==> config.mk <==
export PLATFORM = sky130hd
export DESIGN_NAME = hazard_forward_unit
export DESIGN_NICKNAME = d
export VERILOG_FILES = /design/src/rtl/hazard_forward_unit.sv
export SDC_FILE = /design/constraint.sdc
export NUM_CORES = 1
export LEC_CHECK = 0
export CAP_MARGIN = 20
export CORE_AREA = 4 4 66 68
export DETAILED_ROUTE_END_ITERATION = 10
export DIE_AREA = 0 0 70 72
export PLACE_DENSITY_LB_ADDON = 0.05
export SYNTH_ARGS = -nofsm -noshare
export SYNTH_HDL_FRONTEND = slang
export SYNTH_SLANG_ARGS = --single-unit
==> constraint.sdc <==
create_clock -name clk -period 6.1 [get_ports clk]
set_input_delay 1.22 -clock clk [delete_from_list [all_inputs] [get_ports clk]]
set_output_delay 1.22 -clock clk [all_outputs]
set_load 0.01 [all_outputs]
==> src/rtl/hazard_forward_unit.sv <==
// Pipeline hazard unit: per-operand forwarding selects, load-use bubble
// insertion with a configurable bubble count, and a memory-busy freeze.
module hazard_forward_unit #(
  parameter int RAW        = 5,
  parameter int NSRC       = 2,
  parameter int LD_BUBBLES = 1
) (
  input  logic                  clk,
  input  logic                  rst_n,
  input  logic [NSRC*RAW-1:0]   id_ex_src,
  input  logic [NSRC*RAW-1:0]   if_id_src,
  input  logic [RAW-1:0]        id_ex_rw,
  input  logic                  id_ex_memread,
  input  logic [RAW-1:0]        ex_mem_rw,
  input  logic                  ex_mem_regwrite,
  input  logic [RAW-1:0]        mem_wb_rw,
  input  logic                  mem_wb_regwrite,
  input  logic                  mem_busy,
  output logic [2*NSRC-1:0]     f_ctrl,
  output logic                  stall,
  output logic                  bubble,
  output logic                  freeze,
  output logic [15:0]           stall_cnt
);

  typedef enum logic {RUN, LDSTALL} state_t;

  localparam logic [2:0] BCNT_INIT = 3'(LD_BUBBLES - 1);

  state_t         state, state_nxt;
  logic [2:0]     bcnt, bcnt_nxt;
  logic [RAW-1:0] hold_rw;
  logic           hold_vld;
  logic           load_use;

  always_comb begin
    load_use = 1'b0;
    for (int unsigned i = 0; i < NSRC; i++) begin
      if (if_id_src[i*RAW +: RAW] == id_ex_rw) load_use = 1'b1;
    end
    load_use = load_use && id_ex_memread && (id_ex_rw != '0);
  end

  // Priority: EX/MEM result, then MEM/WB, then the write retired last cycle.
  always_comb begin
    logic [RAW-1:0] op;
    op     = '0;
    f_ctrl = '0;
    if (rst_n) begin
      for (int unsigned i = 0; i < NSRC; i++) begin
        op = id_ex_src[i*RAW +: RAW];
        if (op != '0) begin
          if (ex_mem_regwrite && ex_mem_rw == op)
            f_ctrl[2*i +: 2] = 2'b01;
          else if (mem_wb_regwrite && mem_wb_rw == op)
            f_ctrl[2*i +: 2] = 2'b10;
          else if (hold_vld && hold_rw == op)
            f_ctrl[2*i +: 2] = 2'b11;
        end
      end
    end
  end

  always_ff @(posedge clk) begin
    if (!rst_n) begin
      state <= RUN;
      bcnt  <= '0;
    end else if (!mem_busy) begin
      state <= state_nxt;
      bcnt  <= bcnt_nxt;
    end
  end

  always_comb begin
    state_nxt = state;
    bcnt_nxt  = bcnt;
    case (state)
      RUN: begin
        if (load_use && LD_BUBBLES > 1) begin
          state_nxt = LDSTALL;
          bcnt_nxt  = BCNT_INIT;
        end
      end
      LDSTALL: begin
        bcnt_nxt = bcnt - 3'd1;
        if (bcnt == 3'd1) state_nxt = RUN;
      end
      default: state_nxt = RUN;
    endcase
  end

  always_comb begin
    stall  = 1'b0;
    bubble = 1'b0;
    freeze = 1'b0;
    if (rst_n) begin
      if (mem_busy) begin
        freeze = 1'b1;
      end else if (state == LDSTALL || load_use) begin
        stall  = 1'b1;
        bubble = 1'b1;
      end
    end
  end

  always_ff @(posedge clk) begin
    if (!rst_n) begin
      hold_rw   <= '0;
      hold_vld  <= 1'b0;
      stall_cnt <= '0;
    end else if (!mem_busy) begin
      hold_rw  <= mem_wb_rw;
      hold_vld <= mem_wb_regwrite && (mem_wb_rw != '0);
      if (bubble && stall_cnt != '1) stall_cnt <= stall_cnt + 16'd1;
    end
  end

endmodule

After elaboration in Yosys (flattened, before gate mapping) --
Index checks and enable logic that the tools add are counted.
Cells by class: add/subtract/negate cells 2, $mul 0, divide/modulo/power cells 0, magnitude comparators 0, equality and inequality tests 10, shift operators 0, mux-type cells 18, bitwise gates (word level) 1, reduce and logical (&&, ||, !) cells 17
Operators with widths (number):
- == test 5 bit | 8
- nonzero test 5 bit | 4
- adder 16 x 1 -> 16 bit, second input constant | 1
- two-way mux 2 bit | 8
- != test 16 bit, second input constant | 1
- logical AND 1 bit | 10
- two-way mux 1 bit | 9
- two-way mux 4 bit | 1
- AND reduction 2 bit | 2
- == test 3 x 1 -> 1 bit, second input constant | 1
- subtractor 3 x 1 -> 3 bit, second input constant | 1
- logical OR 1 bit | 1
- NOT 1 bit | 1
Word-level totals: flip-flop bits (word level) 26, latch bits 0, bits in writable memories 0, ROM bits 0, bits of input ports 41, output and inout bits 23, word-level logic and storage cells 53, memories kept 0

Longest topological paths before layout --
Gate-level depths: netlist of run 1.
depth after elaboration 11, mapped depth 10, mapped depth without buffers 7

Worst setup path after synthesis of run 1 --
No wires, ideal clock.
kind input to output, start point input id_ex_rw[1], end point output stall, arrival time 2.214 ns, data required time 4.880 ns, setup slack 2.666 ns, cell stages on the path 6, buffers on the path 1, cells stage by stage or4_1 > o21ai_1 > nor2_1 > nor2_1 > nor2_1 > buf_4
On the way: longest elaborated chain between the ends 9, elaborated cells on any way between the ends 11, those cells by class eq/ne: 2; mux: 5; reduce/logical: 4
Ends and longest elaborated chain:
- from (decl) | line 12 | input logic [RAW-1:0] id_ex_rw,
- == test 5 bit | line 39 | if (if_id_src[i*RAW +: RAW] == id_ex_rw) load_use = 1'b1;
- two-way mux 1 bit (2 in series) | line 39
- logical AND 1 bit | line 41 | load_use = load_use && id_ex_memread && (id_ex_rw != '0);
- logical AND 1 bit * | line 41
- logical OR 1 bit * | line 99 | end else if (state == LDSTALL || load_use) begin
- two-way mux 1 bit * (3 in series)
- to (decl) | line 20 | output logic stall,
Mark *: on every way between the ends. The rest lies on a longest branch, timed or not.

Final worst setup path of run 1 --
start point input mem_wb_rw[2], end point output f_ctrl[3]
On the way: longest elaborated chain between the ends 6
Ends and longest elaborated chain:
- from (decl) | line 16 | input logic [RAW-1:0] mem_wb_rw,
- == test 5 bit | line 55 | else if (mem_wb_regwrite && mem_wb_rw == op)
- logical AND 1 bit | line 55
- two-way mux 2 bit | line 55
- two-way mux 2 bit | line 53 | if (ex_mem_regwrite && ex_mem_rw == op)
- two-way mux 2 bit | line 52 | if (op != '0) begin
- two-way mux 4 bit | line 49 | if (rst_n) begin
- to (decl) | line 19 | output logic [2*NSRC-1:0] f_ctrl,
No other way between the ends.

==> reports/qor.log, run 1 <==
INFO  grt            first_global_vias=1547
INFO  critical_path  startpoint_type=input pin
INFO  route          totalWireLength=4150um
INFO  cells_and_area mostFrequentLayoutCells=clkdlybuf4s50_1 (63), xor2_1 (36), dfxtp_1 (26), nor2_1 (21), a21oi_1 (13)
INFO  critical_path  cp_common_cell=clkdlybuf4s50_1
INFO  sta            finalHoldViolations=0
INFO  power_and_ir_drop cellPowerDensity=159mW/mm2
INFO  synthesis      synth_simple_gate_area_share=24.6%
INFO  cells_and_area finalNonFillerCells=320
INFO  grt            grt.total_usage=16.0%
INFO  worst_hold_path worstHoldPathType=flip-flop to flip-flop
INFO  clock_tree     cts.repair.resized=0
INFO  synthesis      synthXorXnorAreaFrac=21.2%
INFO  floorplanning  fp.coreArea=0.00386mm2
INFO  route          ant_nets=0
INFO  placed_design  dp_cell_count=316
INFO  clock_tree     cts.sinks=26
INFO  critical_path  critPathTopFamily=buffers and inverters
INFO  sta            setup-tns-final=0ps
INFO  synthesis      synth_top_family_by_area=simple AND/OR/NAND/NOR gates
INFO  synthesis      synth_sequential_area_ratio=29.4%
INFO  route          drtIter0Drc=74
INFO  synthesis      synth_fa_ha_area_share=2.12%
INFO  grt            pin_count_of_the_biggest_net_entering_global_routing=29
INFO  synthesis      synth-seq-cells=26
INFO  cells_and_area mostFrequentLayoutCell=clkdlybuf4s50_1
INFO  synthesis      syn_inst=212
INFO  clock_tree     post_cts.repair.setup_buffers=0
INFO  power_and_ir_drop power.static_leakage=0.000884uW
INFO  placed_design  detailed_placement_wirelength_estimate=3240um
INFO  critical_path  endpoint_kind=primary output
INFO  synthesis      post_synth_num_cell_types=32
INFO  route          drt_first_pass_iters=4
INFO  placed_design  port-buffer-count=63
INFO  sta            setup_violations=0
INFO  sta            grt_setup_unrepaired=no
INFO  clock_tree     cts_buffer_depth=2
INFO  critical_path  cp_slowest_cell=clkdlybuf4s50_1
INFO  clock_tree     cts.root.buffer_cell=clkbuf_8
INFO  synthesis      synth_mux_area_share=4.52%
INFO  synthesis      netlist_area=0.00177mm2
INFO  clock_tree     cts_tree=yes
INFO  sta            transition_time_at_the_pin_with_the_least_slew_margin=912ps
INFO  clock_tree     ctsHoldBuffers=0
INFO  synthesis      synth-edff-count=0
INFO  sta            timing.max_slew.rel_slack=39.2%
INFO  floorplanning  initial_utilization=46.0%
INFO  route          post_drt_wl_per_cell=13.0um
INFO  critical_path  cp_data_required_time=4880ps
INFO  synthesis      async_flop_share=0%
INFO  cells_and_area n_fill_cell=365
INFO  critical_path  timing.setup.critical_path_class=input pin to primary output
INFO  critical_path  worstPathArrival=3250ps
INFO  floorplanning  placementRows=23
INFO  sta            post-route-period-util=73.2%
INFO  sta            clock-skew-final=9.53ps
INFO  run            max-cap-violations=0
INFO  clock_tree     clkSlewWorstSetupHoldPaths=90ps
INFO  grt            wire_length_of_the_first_global_routing_pass=6730um
INFO  route          total_via_count_in_the_routed_design=1676
INFO  route          remaining_drc_errors=0
INFO  cells_and_area antenna_cells_inserted=0
INFO  clock_tree     clk-insertion-delay-late=270ps
INFO  clock_tree     clock_tree.htree_level_count=1
INFO  cells_and_area finish.net_count=315
INFO  floorplanning  fp.dieW=70um
INFO  sta            report.final.slew_viol_count=0
INFO  outcome        run_status=complete, no violations
INFO  placed_design  placedInstanceArea=0.00240mm2
INFO  power_and_ir_drop power.ir.vdd_worst=81.7uV
INFO  synthesis      synthesis.area_per_instance=8.36um2
INFO  synthesis      synthesis.nets=256
INFO  placed_design  place_congestion=0.904
INFO  floorplanning  die_h=72um
INFO  grt            number_of_antenna_violations_at_the_first_check_in_global_routing=0
INFO  synthesis      ys_warn_count=0
INFO  cells_and_area fin_area=0.00247mm2
INFO  cells_and_area final_layout_size_suffix_gt1_share=2.59%
INFO  sta            highest_achievable_clock_rate=224MHz
INFO  synthesis      dominantRegCellSynth=dfxtp_1
INFO  grt            grt_overflow_total=0
INFO  clock_tree     tritoncts.num_buffers=3
INFO  synthesis      synth_compound_area_share=12.6%
INFO  cells_and_area area_growth=39.3%
INFO  critical_path  cp_num_buf_inv=2
INFO  critical_path  worst_path_max_fanout=4
INFO  floorplanning  die-area=0.00504mm2
INFO  critical_path  cpPeakStageDelay=560ps
INFO  floorplanning  pin_count=64
INFO  route          vias_per_cell=5.24
INFO  critical_path  crit_path_cell_trace=clkdlybuf4s50_1, xor2_1, nor4_1, nand3_1, nor2b_1, nor3_1, clkdlybuf4s50_1
INFO  sta            finalCriticalPeriod=4470ps
## worst min-delay path, stage by stage, from the launching register on
cell and delay, ps:
dfxtp_1 340, nand2_1 70, a21oi_1 30
## kinds of logic (layout without fill, tap and decap cells)
| family | after synthesis | count (layout) |
|---|---|---|
| AOI/OAI and AO/OA | 35 | 35 |
| buffers and inverters | 17 | 75 |
| muxes | 8 | 8 |
| adders and majority gates | 3 | 3 |
| xor gates and xnor gates | 43 | 43 |
| DFF | 26 | 26 |
| and+or+nand+nor | 80 | 80 |
## report_power, final
| part | switching, uW | internal (uW) | total [uW] | leakage [uW] |
|---|---|---|---|---|
| Clock | 56.9 | 87.8 | 145 | 0.0000357 |
| Sequential | 2.67 | 172 | 175 | 0.000211 |
| Combinational | 31.0 | 41.5 | 72.5 | 0.000638 |
## cell type report
| class | instances | area, um2 | area share (%) |
|---|---|---|---|
| Timing Repair Buffer | 63 | 631 | 25.5 |
| Clock buffer | 3 | 41.3 | 1.67 |
| Sequential cell | 26 | 520 | 21.1 |
| Clock inverter | 1 | 30.0 | 1.22 |
| Multi-Input combinational cell | 169 | 1150 | 46.7 |
| Tap cell | 50 | 62.6 | 2.53 |
| Inverter | 8 | 31.3 | 1.27 |
## synthesized netlist by cell type, types with 2 or more instances
master	n	area share [%]
and3_1	5	1.8
nand2b_1	2	0.71
o21ai_0	2	0.56
or4_1	12	5.1
ha_1	3	2.1
xnor2_1	7	3.5
nand2_1	8	1.7
nor3_1	4	1.1
dfxtp_1	26	29
o31ai_1	11	4.7
buf_6	4	2.5
nand3_1	7	2.0
inv_1	7	1.5
nor4_1	8	2.8
clkbuf_1	4	0.85
nor2b_1	4	1.4
or3_1	3	1.1
nor2_1	21	4.4
o21ai_1	2	0.56
a21oi_1	13	3.7
o211ai_1	4	1.7
nand4_1	3	1.1
xor2_1	36	18
mux2i_1	8	4.5
## state kept, by name, indices dropped and copies added, names as in the netlist
register   cells
hold_vld       1
bcnt           3
hold_rw        5
stall_cnt     16
state          1
## metal layers
layer	wire length [um]	up-vias	GRT usage, %
met1	1940	755	19.6
met3	244	2	3.74
met5	0	-	0
met4	22	0	3.83
met2	1940	41	28.5
li1	-	878	-
## metrics by stage
| stage | power [uW] | utilization (%) | worst slack [ps] | hold slack, ps |
|---|---|---|---|---|
| after global routing | 411 | 64.0 | 1490 | 502 |
| after global placement | 251 | 62.2 | 1600 | 453 |
| after floorplan | 211 | - | 2670 | 429 |
| final | 392 | 64.0 | 1630 | 477 |
| after CTS | 396 | 64.0 | 1610 | 473 |
| after detailed placement | 252 | 62.2 | 1630 | 461 |
## path summary, 6_finish.rpt
check | from | to | slack [ps] | depth (start not counted)
setup / recovery | mem_wb_rw[2] | f_ctrl[3] | 1630 | 7
hold / removal | state | state | 480 | 2
setup reg to reg | stall_cnt[0] | stall_cnt[1] | 3400 | 7
hold reg to reg | state | state | 480 | 2
No activity file was read; power rests on OpenSTA's default activity.
==> inputs of run 2 (changes only) <==
- CORE_AREA: 4 4 66 68 -> 4 4 68 70
- DIE_AREA: 0 0 70 72 -> 0 0 72 74
- clock period: 6.1 -> 4.33 ns (I/O delays scaled with it)
==> reports/qor.log, run 2 (same netlist as run 1, synthesis figures left out) <==
INFO  clock_tree     tritoncts.num_buffers=3
INFO  sta            setup-tns-final=0ps
INFO  critical_path  critPathTopFamily=buffers and inverters
INFO  cells_and_area finish.net_count=316
INFO  cells_and_area largest_register_ff_count=16
INFO  critical_path  regToRegSetupSlack=1640ps
INFO  floorplanning  fp.coreArea=0.00397mm2
INFO  placed_design  port-buffer-count=63
INFO  clock_tree     post_cts.repair.setup_buffers=0
INFO  grt            first_global_vias=1665
INFO  critical_path  startpoint_type=input pin
INFO  placed_design  place_congestion=0.840
INFO  cells_and_area final_core_util=61.6%
INFO  sta            finalHoldViolations=0
INFO  floorplanning  die_h=74um
INFO  power_and_ir_drop cellPowerDensity=195mW/mm2
INFO  cells_and_area mostFrequentLayoutCells=clkdlybuf4s50_1 (63), xor2_1 (36), dfxtp_1 (26), nor2_1 (21), a21oi_1 (13)
INFO  clock_tree     ctsHoldBuffers=0
INFO  worst_hold_path worstHoldPathType=flip-flop to flip-flop
INFO  critical_path  timing.setup.critical_path_class=input pin to primary output
INFO  critical_path  worstPathArrival=3000ps
INFO  sta            highest_achievable_clock_rate=259MHz
INFO  clock_tree     cts.repair.resized=0
INFO  grt            pin_count_of_the_biggest_net_entering_global_routing=29
INFO  grt            grt_overflow_total=0
INFO  floorplanning  pin_count=64
INFO  floorplanning  initial_utilization=44.6%
INFO  sta            transition_time_at_the_pin_with_the_least_slew_margin=906ps
INFO  route          drt_first_pass_iters=4
INFO  route          totalWireLength=4210um
INFO  clock_tree     cts_buffer_depth=2
INFO  sta            post-route-period-util=89.3%
INFO  critical_path  cp_common_cell=clkdlybuf4s50_1
INFO  power_and_ir_drop power.static_leakage=0.000875uW
INFO  route          vias_per_cell=5.24
INFO  critical_path  worst_path_max_fanout=4
INFO  critical_path  crit_path_cell_trace=clkdlybuf4s50_1, xor2_1, nor4_1, nand3_1, nor2b_1, nor3_1, clkdlybuf4s50_1
INFO  critical_path  cp_data_required_time=3460ps
INFO  grt            grt.total_usage=16.6%
INFO  floorplanning  die-area=0.00533mm2
INFO  cells_and_area mostFrequentLayoutCell=clkdlybuf4s50_1
INFO  critical_path  cpPeakStageDelay=570ps
INFO  outcome        run_status=complete, no violations
INFO  cells_and_area max_flop_register=stall_cnt
INFO  floorplanning  placementRows=23
INFO  sta            timing.max_slew.rel_slack=39.6%
INFO  placed_design  placedInstanceArea=0.00241mm2
INFO  cells_and_area final_layout_size_suffix_gt1_share=2.59%
INFO  clock_tree     cts.sinks=26
INFO  placed_design  detailed_placement_wirelength_estimate=3350um
INFO  clock_tree     cts_tree=yes
INFO  floorplanning  fp.dieW=72um
INFO  grt            number_of_antenna_violations_at_the_first_check_in_global_routing=0
INFO  critical_path  endpoint_kind=primary output
INFO  clock_tree     clock_tree.htree_level_count=1
INFO  power_and_ir_drop power.ir.vdd_worst=175uV
INFO  cells_and_area antenna_cells_inserted=0
INFO  sta            finalCriticalPeriod=3870ps
INFO  sta            grt_setup_unrepaired=no
INFO  cells_and_area fin_area=0.00245mm2
INFO  cells_and_area n_fill_cell=382
INFO  cells_and_area largestRegisters=stall_cnt: 16 flops, hold_rw: 5 flops, bcnt: 3 flops
INFO  cells_and_area area_growth=38.0%
INFO  sta            report.final.slew_viol_count=0
INFO  critical_path  cp_num_buf_inv=2
INFO  route          drtIter0Drc=41
INFO  sta            clock-skew-final=3.00ps
INFO  sta            setup_violations=0
INFO  route          total_via_count_in_the_routed_design=1676
INFO  clock_tree     clkSlewWorstSetupHoldPaths=80ps
INFO  clock_tree     clk-insertion-delay-late=260ps
INFO  route          post_drt_wl_per_cell=13.2um
INFO  run            max-cap-violations=0
INFO  route          remaining_drc_errors=0
INFO  grt            wire_length_of_the_first_global_routing_pass=7320um
INFO  route          ant_nets=0
INFO  critical_path  cp_slowest_cell=clkdlybuf4s50_1
INFO  clock_tree     cts.root.buffer_cell=clkbuf_8
-- run 2: metal layers --
metal / part of all wire [%] / track usage (%) / vias to the layer above
met5: 0 / 0 / -
met4: 0.31 / 2.30 / 0
met3: 6.2 / 3.92 / 2
met2: 45 / 29.0 / 48
met1: 49 / 21.5 / 753
li1: - / - / 873
-- run 2: area by class of cell --
cell class / instances / area [um2] / area share [%]
multi-input combinational: 169 / 1150 / 47.1
clock buffer: 3 / 41.3 / 1.69
tap: 50 / 62.6 / 2.56
inverter: 8 / 31.3 / 1.28
timing repair buffer: 64 / 638 / 26.1
sequential: 26 / 520 / 21.3
-- run 2: final timing paths --
path                                     end         start  cells past startpoint
worst max-delay path               f_ctrl[1]  id_ex_src[3]                      7
worst min-delay path                   state         state                      2
worst max register to register  stall_cnt[1]  stall_cnt[0]                      7
worst min register to register         state         state                      2
-- run 2: worst reg2reg max path, cell delays in order (launching register included) --
cell     delay, ps
dfxtp_1        380
ha_1           220
nand4_2        240
nor4_1         480
nor3b_1        100
o21ba_1        830
mux2i_1        270
nor2_1          50
-- run 2: where the power goes --
part,total [uW],internal (uW),switching [uW]
Clock,129,62.1,66.9
Sequential,246,242,3.73
Combinational,103,59.0,44.1
Total,478,363,115
-- run 2: stage by stage --
step	total power [uW]	worst slack, ps	hold WS [ps]	std cells
after global routing	506	356	512	320
after CTS	487	474	473	320
after floorplan	297	1600	429	212
after global placement	355	437	445	317
after detailed placement	355	479	459	317
final	478	464	469	320
